`src/rtl/fetch_redirect_ctrl.sv`:
```
// ---------------------------------------------------------------------------
// fetch_redirect_ctrl
//
// Purpose:
//   Sequences the fetch stage. Each cycle it merges branch/jump/jr redirects,
//   load-use stalls, exceptions and external interrupts into one legal
//   command: a PC / IF-ID write enable, a one-hot next-PC source select and
//   a trap status code for the trap vector logic.
//
// Parameters:
//   STALL_CYCLES  cycles the PC and IF/ID stay frozen per load-use hazard (1..15)
//   IRQ_HOLDOFF   cycles after an interrupt trap with no new interrupt (0..15)
//
// Ports:
//   clk              clock, all state updates on the rising edge
//   rst              asynchronous reset, active-high
//   irq              external interrupt request (level, rising edge latched)
//   exc_req          exception request pulse from decode/execute
//   load_use_hazard  load-use hazard detected this cycle
//   branch_taken     branch resolved taken
//   is_jump          j/jal in decode
//   is_jr            jr/jalr in decode
//   kernel_mode      PC[31] of the decode instruction; 1 masks interrupts
//   PC_IF_ID_Write   PC and IF/ID write enable
//   select_PC_next   {Z, J, JR} next-PC source, one-hot or 000
//   status           {interrupt, exception}: 00 normal, 10 irq, 01 exception
//   irq_ack          one-cycle pulse while the interrupt trap is issued
//   busy             high whenever the controller is not in RUN
// ---------------------------------------------------------------------------
module fetch_redirect_ctrl #(
    parameter int unsigned STALL_CYCLES = 1,
    parameter int unsigned IRQ_HOLDOFF  = 4
) (
    input  logic       clk,
    input  logic       rst,
    input  logic       irq,
    input  logic       exc_req,
    input  logic       load_use_hazard,
    input  logic       branch_taken,
    input  logic       is_jump,
    input  logic       is_jr,
    input  logic       kernel_mode,
    output logic       PC_IF_ID_Write,
    output logic [2:0] select_PC_next,
    output logic [1:0] status,
    output logic       irq_ack,
    output logic       busy
);

    // The hazard cycle itself is the first frozen cycle, so the counter
    // only has to cover the remaining STALL_CYCLES-1 cycles.
    localparam logic [3:0] STALL_LOAD   = 4'(STALL_CYCLES - 1);
    localparam logic [3:0] HOLDOFF_LOAD = 4'(IRQ_HOLDOFF);
    localparam bit         NEED_STALL   = (STALL_CYCLES > 1);

    typedef enum logic [1:0] {
        RUN      = 2'd0,
        STALL    = 2'd1,
        TRAP_EXC = 2'd2,
        TRAP_IRQ = 2'd3
    } state_t;

    state_t     state_q,       state_d;
    logic [3:0] stall_cnt_q,   stall_cnt_d;
    logic [3:0] holdoff_cnt_q, holdoff_cnt_d;
    logic       irq_pending_q, irq_pending_d;
    logic       irq_q,         irq_d;

    logic       redirect_req;
    logic [2:0] redirect_sel;
    logic       irq_edge;
    logic       irq_accept;
    logic [3:0] stall_cnt_dec;

    // Fixed-priority redirect decode: branch beats jump beats jr, so the
    // select can only ever be one-hot or all zero.
    always_comb begin
        redirect_req = branch_taken | is_jump | is_jr;
        redirect_sel = 3'b000;
        if (branch_taken) begin
            redirect_sel = 3'b100;
        end else if (is_jump) begin
            redirect_sel = 3'b010;
        end else if (is_jr) begin
            redirect_sel = 3'b001;
        end
    end

    // Rising-edge detector on the level-sensitive interrupt line.
    always_comb begin
        irq_d    = irq;
        irq_edge = irq & ~irq_q;
    end

    // Saturating decrement of the stall counter so it can never wrap.
    always_comb begin
        stall_cnt_dec = (stall_cnt_q == 4'd0) ? 4'd0 : stall_cnt_q - 4'd1;
    end

    // Main next-state and combinational output logic. The write enable and
    // select are zero-latency; a redirect is only issued in RUN where the
    // write enable is also high, so a redirect never meets a frozen PC.
    always_comb begin
        state_d        = state_q;
        stall_cnt_d    = stall_cnt_q;
        PC_IF_ID_Write = 1'b1;
        select_PC_next = 3'b000;
        irq_accept     = 1'b0;

        case (state_q)
            RUN: begin
                if (exc_req) begin
                    PC_IF_ID_Write = 1'b0;
                    state_d        = TRAP_EXC;
                end else if (redirect_req) begin
                    // The hazard-causing instruction is flushed by the
                    // redirect, so a simultaneous hazard is dropped.
                    select_PC_next = redirect_sel;
                end else if (load_use_hazard) begin
                    PC_IF_ID_Write = 1'b0;
                    stall_cnt_d    = STALL_LOAD;
                    state_d        = NEED_STALL ? STALL : RUN;
                end else if (irq_pending_q && !kernel_mode &&
                             (holdoff_cnt_q == 4'd0)) begin
                    PC_IF_ID_Write = 1'b0;
                    irq_accept     = 1'b1;
                    state_d        = TRAP_IRQ;
                end
            end

            STALL: begin
                PC_IF_ID_Write = 1'b0;
                if (exc_req) begin
                    // An exception abandons the stall entirely.
                    stall_cnt_d = 4'd0;
                    state_d     = TRAP_EXC;
                end else begin
                    stall_cnt_d = stall_cnt_dec;
                    if (stall_cnt_dec == 4'd0) begin
                        state_d = RUN;
                    end
                end
            end

            TRAP_EXC: begin
                state_d = RUN;
            end

            TRAP_IRQ: begin
                state_d = RUN;
            end

            default: begin
                state_d = RUN;
            end
        endcase
    end

    // Interrupt pending flag and holdoff counter. A new edge in the same
    // cycle as an acceptance wins so that edge is not lost. The holdoff
    // reloads while the interrupt trap is issued and otherwise counts down
    // to zero in every state.
    always_comb begin
        irq_pending_d = irq_edge | (irq_pending_q & ~irq_accept);

        if (state_q == TRAP_IRQ) begin
            holdoff_cnt_d = HOLDOFF_LOAD;
        end else if (holdoff_cnt_q != 4'd0) begin
            holdoff_cnt_d = holdoff_cnt_q - 4'd1;
        end else begin
            holdoff_cnt_d = 4'd0;
        end
    end

    // Trap status, acknowledge and busy are decoded purely from the
    // registered state.
    always_comb begin
        status  = 2'b00;
        irq_ack = 1'b0;
        busy    = (state_q != RUN);
        if (state_q == TRAP_EXC) begin
            status = 2'b01;
        end else if (state_q == TRAP_IRQ) begin
            status  = 2'b10;
            irq_ack = 1'b1;
        end
    end

    // State registers with asynchronous active-high reset.
    always_ff @(posedge clk or posedge rst) begin
        if (rst) begin
            state_q       <= RUN;
            stall_cnt_q   <= 4'd0;
            holdoff_cnt_q <= 4'd0;
            irq_pending_q <= 1'b0;
            irq_q         <= 1'b0;
        end else begin
            state_q       <= state_d;
            stall_cnt_q   <= stall_cnt_d;
            holdoff_cnt_q <= holdoff_cnt_d;
            irq_pending_q <= irq_pending_d;
            irq_q         <= irq_d;
        end
    end

endmodule

```
`config.mk`:
```
export PLATFORM = sky130hd
export DESIGN_NAME = fetch_redirect_ctrl
export DESIGN_NICKNAME = d
export VERILOG_FILES = /design/src/rtl/fetch_redirect_ctrl.sv
export SDC_FILE = /design/constraint.sdc
export NUM_CORES = 1
export LEC_CHECK = 0
export ABC_AREA = 0
export ABC_CLOCK_PERIOD_IN_PS = 2200
export CAP_MARGIN = 20
export CORE_UTILIZATION = 46
export DETAILED_ROUTE_END_ITERATION = 7
export GPL_TIMING_DRIVEN = 0
export PLACE_DENSITY = 0.75
export SLEW_MARGIN = 15
export SYNTH_ARGS = -nofsm -noshare
export SYNTH_HDL_FRONTEND = slang
export SYNTH_SLANG_ARGS = --single-unit
```
`constraint.sdc`:
```
create_clock -name clk -period 2.2 [get_ports clk]
set_input_delay 0.44 -clock clk [delete_from_list [all_inputs] [get_ports clk]]
set_output_delay 0.44 -clock clk [all_outputs]
set_load 0.05 [all_outputs]
```
==> results of run 1 <==
## registers in the layout, summed over array words and instances (netlist names)
signal         flops
holdoff_cnt_q      4
irq_pending_q      1
irq_q              1
stall_cnt_q        4
state_q            2
## per-layer routing
layer	wire length, µm	up-vias	GRT usage [%]
li1	-	307	-
met1	659	276	25.5
met2	633	12	27.8
met3	39	2	3.33
met4	5	0	7.50
met5	0	-	0
## report_power, final
part	switching (W)	leakage (nW)	internal (W)
logic	0.000122	0.290	0.000112
clock network	0.0000595	0.0138	0.0000630
registers	0.0000279	0.152	0.000261
## path summary, 6_finish.rpt
path,start,to,slack [ns],depth (start not counted)
worst max-delay path,holdoff_cnt_q[0]$_DFF_PP0_,PC_IF_ID_Write,0.04,6
worst min-delay path,rst,holdoff_cnt_q[0]$_DFF_PP0_,0.47,2
worst max register to register,holdoff_cnt_q[0]$_DFF_PP0_,state_q[1]$_DFFE_PP0P_,0.57,5
worst min register to register,irq_q$_DFF_PP0_,irq_pending_q$_DFF_PP0_,0.53,3
max in group asynchronous,rst,stall_cnt_q[3]$_DFFE_PP0P_,1.43,2
min in group clk,irq_q$_DFF_PP0_,irq_pending_q$_DFF_PP0_,0.53,3
## cell families after synthesis
family	after synthesis	synth area share [%]
simple gates	32	26.8
flops	12	43.8
compound gates	16	17.9
fa+ha+maj	2	3.65
buf+inv	11	6.57
xor+xnor	1	1.28
## critical path, stage by stage (launching register included)
cell      delay (ns)
dfrtp_1         0.38
inv_1           0.07
ha_2            0.18
or3b_4          0.39
o21ai_2         0.13
o311ai_1        0.11
buf_4           0.20
## cell type report
class	instances	area, µm²	area share [%]
Buffer	1	7.51	0.830
Clock buffer	3	22.5	2.49
Inverter	10	37.5	4.15
Multi-Input combinational cell	51	359	39.7
Sequential cell	12	300	33.2
Tap cell	15	18.8	2.07
Timing Repair Buffer	17	159	17.6
## cell usage in the layout (no fill, tap or decap)
cell             instances
nor2_1                   7
dlymetal6s2s_1           3
ha_2                     1
or4_4                    1
or3b_1                   1
dlygate4sd2_1            2
o2bb2ai_1                2
inv_1                   10
or3_1                    1
nor4b_1                  1
a21oi_1                  1
nand2_1                  3
clkdlybuf4s50_1          6
nor3b_1                  1
o311ai_1                 1
nor4_1                   2
or3b_4                   1
a32o_1                   2
nor3_1                   6
clkbuf_4                 3
a21o_1                   1
nand2b_1                 3
ha_1                     1
o21ai_0                  3
o211ai_1                 1
buf_4                    4
a221o_1                  1
o311a_1                  1
o21ai_2                  1
nor3b_2                  2
a31o_2                   1
dfrtp_1                 12
nor2b_1                  3
clkbuf_2                 2
o21a_1                   1
xnor2_1                  1
buf_6                    1
## timing repair
action / 4_1_cts / 5_1_grt
pin swaps: 2 / 2
cloned: 0 / 0
setup buffers: 0 / 1
setup endpoints to repair: 6 / 5
gates resized for setup: 28 / 7
## through the flow
step                      hold slack, ns  util (%)
final                              0.473      67.0
after global routing               0.520      67.0
after CTS                          0.457      66.5
after detailed placement           0.444      64.8
after global placement             0.450      64.8
after floorplan                    0.305         -
==> metrics.md, run 1 <==
| Metric | Value |
|---|---|
| Status | `finished, final reports clean` |
| Cells after Synth | `74` |
| Top post-synthesis cells by area | `dfrtp_1, inv_1, nor3_1` |
| Slack of the critical path | `0.0391 ns` |
| Count leader, synth | `dfrtp_1` |
| Nets | `107` |
| Leak | `0.456 nW` |
| Die width | `40.6 µm` |
| Max Cap Violations | `0` |
| Placed cell count | `105` |
| Top-area cell type share of the netlist area | `43.8%` |
| IO Count | `17` |
| Diode count | `0` |
| Unrepaired setup endpoints after global routing | `yes` |
| Crit share post-route | `98.2%` |
| Worst Skew | `0.00102 ns` |
| Cell area power density | `713 nW/µm²` |
| Share of the yosys chip area belonging to registers | `43.8%` |
| Area of the die | `1650 µm²` |
| Routed vias | `597` |
| Post-route ant nets | `0` |
| Top post-synthesis cells by count | `dfrtp_1, inv_1, nor2_1, nor3_1, o21ai_0` |
| CTS Hold Bufs | `0` |
| Tot Pwr | `0.000645 W` |
| Final cell count without fillers | `109` |
| Final setup viols | `0` |
| Vias in the first global route | `442` |
| Synth area leader | `dfrtp_1` |
| Post-DP HPWL | `1.02 mm` |
| Post-synthesis average cell area | `9.27 µm²` |
| Number of synthesized flops with an enable pin | `0` |
| Slew @ Worst Pin | `0.500 ns` |
| Final Hold Vio Count | `0` |
| Setup CP Type | `reg2out` |
| Reg clk slew, reported paths | `0.06 ns` |
| Area grow syn2layout | `31.9%` |
| Final wirelength | `1.34 mm` |
| Max-slew violations | `0` |
| DRT Pass-1 Iters | `4` |
| Row count | `13` |
| Largest net degree at the start of global routing | `13` |
| Root buf cell | `clkbuf_4` |
| Arrival time worst endpoint | `1.72 ns` |
| First-pass GRT wire length | `1.92 mm` |
| Routed wire length per instance | `12.3 µm` |
| CTS max path bufs | `2` |
| Gr usage total | `18.3%` |
| # port buffers | `16` |
| Fmax achieved | `463 MHz` |
| Clk Latency, worst-skew pair | `0.26 ns` |
| DRT iter0 DRCs | `11` |
| Fin area | `905 µm²` |
| Layout cells sized above 1 | `18.1%` |
| Peak VDD IR | `0.560 mV` |
| Initial antenna violation count | `0` |
| Max-slew headroom | `66.6%` |
| Post-synthesis register bit count | `12` |
| Unique cell type count in the Yosys netlist | `28` |
| CTS Buf Count | `3` |
| Critical path launch point type | `register` |
| Dpl cell area | `875 µm²` |
| CTS sink cnt | `12` |
| Mapped cell area | `686 µm²` |
| Die height | `40.6 µm` |
| Fraction of registers with async set/reset | `100%` |
| Starting Density | `50.8%` |
| DP Worst Slack | `-0.841 ns` |
| Grt total ovfl | `0` |
| Ys Warns | `0` |
| Final min period | `2.16 ns` |
| Placer Congestion | `0.648` |
| TritonCTS clock tree | `built` |
| Syn nets | `85` |
| Ys flop type | `dfrtp_1` |
| Critical Path RT | `1.76 ns` |
| Hold WC Path Type | `in2async` |
| Setup TNS | `0 ns` |
| H-tree levels | `1` |
| DRC Markers | `0` |
| Worst-path maximum fanout | `3` |
| DR vias/cell | `5.48` |
| CP Capture Type | `output pin` |
| Core area | `1350 µm²` |
| Layout filler cell count | `113` |
(Power assumes the default switching activity.)
==> run 2, diff against run 1 <==
- ABC_CLOCK_PERIOD_IN_PS: 2200 -> 2300
- CORE_UTILIZATION: 46 -> 49
- CTS_BUF_LIST: unset -> sky130_fd_sc_hd__clkbuf_2 sky130_fd_sc_hd__clkbuf_4 sky130_fd_sc_hd__clkbuf_8
- CTS_CLUSTER_SIZE: unset -> 14
- PLACE_DENSITY: 0.75 -> 0.8
- clock period: 2.2 -> 2.3 ns (I/O delays scaled with it)
==> run 2 against run 1 <==
Global-route usage grew 4.0 points. Cell area shrank 0.69%. Clock skew grew 0.011 ns. Sequential power shrank 4%. Total power shrank 5.8%. Largest power group unchanged. Combinational power shrank 12%. Largest cell class unchanged. Critical endpoint is now select_PC_next[0]. Count of clock-buffer cells in the layout is the same. First-iteration DRC count shrank 55%. Sequential share of layout area grew 0.23 points.
==> metrics.md, run 2 (synthesized netlist as in run 1, its figures left out) <==
| Metric | Value |
|---|---|
| Routed vias | `597 (unchanged)` |
| Fin util | `69.0% (+2.0 points)` |
| Reg2reg end | `state_q[1]$_DFFE_PP0P_` |
| Worst Skew | `0.0122 ns (+0.0112 ns)` |
| Flop-to-flop setup slack | `0.59 ns (+0.02 ns)` |
| Post-route ant nets | `0 (unchanged)` |
| Hold WC Path Type | `reg2reg` |
| First-pass GRT wire length | `2.24 mm (+17%)` |
| Diode count | `0 (unchanged)` |
| Most common cell after layout, fill and taps aside | `dfrtp_1` |
| Status | `finished, final reports clean` |
| Grt total ovfl | `0 (unchanged)` |
| Layout cells sized above 1 | `14.0% (-4.1 points)` |
| Reg2Reg Depth | `5 (unchanged)` |
| DR vias/cell | `5.53 (+0.93%)` |
| Cell area power density | `676 nW/µm² (-5.2%)` |
| Setup CP Type | `in2out` |
| Critical R2R Launch | `holdoff_cnt_q[0]$_DFF_PP0_` |
| Most frequent cells in the layout | `dfrtp_1, inv_1, nor2_1, clkdlybuf4s50_1, nor3_1` |
| Nets | `106 (-0.93%)` |
| Fmax achieved | `450 MHz` |
| Top Registers | `holdoff_cnt_q: 4 flops, stall_cnt_q: 4 flops, state_q: 2 flops` |
| Root buf cell | `clkbuf_4` |
| Largest net degree at the start of global routing | `13 (unchanged)` |
| Setup TNS | `0 ns (unchanged)` |
| Worst-path maximum fanout | `4 (+1)` |
| Die height | `39.4 µm (-3.0%)` |
| Leak | `0.458 nW (+0.52%)` |
| Hold_sp | `holdoff_cnt_q[0]$_DFF_PP0_` |
| Initial antenna violation count | `0 (unchanged)` |
| Vias in the first global route | `521 (+18%)` |
| Placer Congestion | `0.818 (+26%)` |
| Crit-path slowest cell | `or4_4` |
| IO Count | `17 (unchanged)` |
| Worst Hold Depth | `1` |
| TritonCTS clock tree | `built` |
| Area grow syn2layout | `31.0%` |
| Slowest stage delay, CP | `0.46 ns (+0.07 ns)` |
| DRT Pass-1 Iters | `4 (unchanged)` |
| Post-DP HPWL | `1.14 mm (+12%)` |
| DRT iter0 DRCs | `5 (-6)` |
| Critical Path RT | `1.84 ns (+0.08 ns)` |
| CTS Hold Bufs | `0 (unchanged)` |
| Peak VDD IR | `0.599 mV (+6.9%)` |
| Final min period | `2.22 ns` |
| CTS max path bufs | `2 (unchanged)` |
| Gr usage total | `22.2% (+4.0 points)` |
| CTS Buf Count | `3 (unchanged)` |
| Final Hold Vio Count | `0 (unchanged)` |
| Final setup viols | `0 (unchanged)` |
| Crit share post-route | `96.7%` |
| Core area | `1300 µm² (-3.6%)` |
| Critical path launch point type | `input pin` |
| H-tree levels | `1 (unchanged)` |
| CTS sink cnt | `12 (unchanged)` |
| Final wirelength | `1.44 mm (+7.6%)` |
| CP Buf/Inv Count | `2 (unchanged)` |
| Starting Density | `52.7% (+1.9 points)` |
| Row count | `13 (unchanged)` |
| Reg clk slew, reported paths | `0.06 ns (about the same)` |
| Die width | `39.4 µm (-3.0%)` |
| Clk Latency, worst-skew pair | `0.27 ns (about the same)` |
| Routed wire length per instance | `13.3 µm (+8.6%)` |
| Max Cap Violations | `0 (unchanged)` |
| Critical Path, Cell by Cell | `clkdlybuf4s50_1, or4_4, nor3b_2, buf_4` |
| Slew @ Worst Pin | `0.507 ns (+0.00666 ns)` |
| Max-slew headroom | `65.8% (-0.86 points)` |
| Area of the die | `1550 µm² (-5.8%)` |
| Arrival time worst endpoint | `1.76 ns (+0.04 ns)` |
| CP Capture Type | `output pin` |
| # port buffers | `16 (unchanged)` |
| Max-slew violations | `0 (unchanged)` |
| Hold Path End | `holdoff_cnt_q[0]$_DFF_PP0_` |
| DRC Markers | `0 (unchanged)` |
| Delay-heaviest family, CP | `buffers and inverters` |
| Layout filler cell count | `100 (-12%)` |
==> run 2: cell count changes in the layout (fill, tap and decap cells not counted) <==
cell / delta
clkbuf_2: -2
buf_6: -1
dlygate4sd2_1: +1
o21ai_1: +1
clkdlybuf4s50_1: +1
o21ai_2: -1
==> run 2: power breakdown <==
part / internal (W) / total (W) / switching (W)
Clock: 0.0000605 / 0.000126 / 0.0000652
Sequential: 0.000249 / 0.000277 / 0.0000273
Combinational: 0.0000961 / 0.000205 / 0.000109
Total: 0.000406 / 0.000608 / 0.000202
==> run 2: worst max path at each step <==
stage / startpoint / to / slack (ns) / cells past startpoint
floorplan: branch_taken / PC_IF_ID_Write / 0.11 / 2
global placement: exc_req / select_PC_next[0] / -0.77 / 4
detailed placement: exc_req / select_PC_next[0] / -0.77 / 4
CTS: state_q[1]$_DFFE_PP0P_ / status[0] / 0.06 / 3
global route: holdoff_cnt_q[0]$_DFF_PP0_ / PC_IF_ID_Write / -0.004 / 6
finish: branch_taken / select_PC_next[0] / 0.08 / 4
==> run 2: layer usage <==
layer | GRT usage (%) | part of all wire (%) | wire (µm)
met1 | 25.4 | 43 | 620
met2 | 38.5 | 54 | 776
met3 | 8.52 | 2.9 | 42
met4 | 5.17 | 0 | 0
met5 | 0 | 0 | 0
==> run 2: repair_timing <==
action | 4_1_cts | 5_1_grt
setup endpoints to repair | 5 | 4
resized for setup | 24 | 4
buffers inserted | 0 | 0
==> run 2: area by class of cell <==
cell class              instances  area (µm²)  share of cell area, %
flip-flops and latches         12         300                   33.4
repair buffers                 16         156                   17.4
well taps                      15        18.8                   2.09
multi-input cells              51         355                   39.6
inverters                      10        37.5                   4.18
clock buffers                   3        22.5                   2.51
plain buffers                   1        7.51                  0.836
==> run 2: metrics by stage <==
step	hold slack (ns)	total power, W	instances	worst slack, ns	cell area, µm²
after floorplan	0.325	0.000419	74	0.114	696
after global placement	0.443	0.000470	105	-0.765	875
after detailed placement	0.450	0.000479	105	-0.773	875
after CTS	0.459	0.000611	108	0.0594	888
after global routing	0.476	0.000646	108	-0.00435	898
final	0.458	0.000608	108	0.0762	898
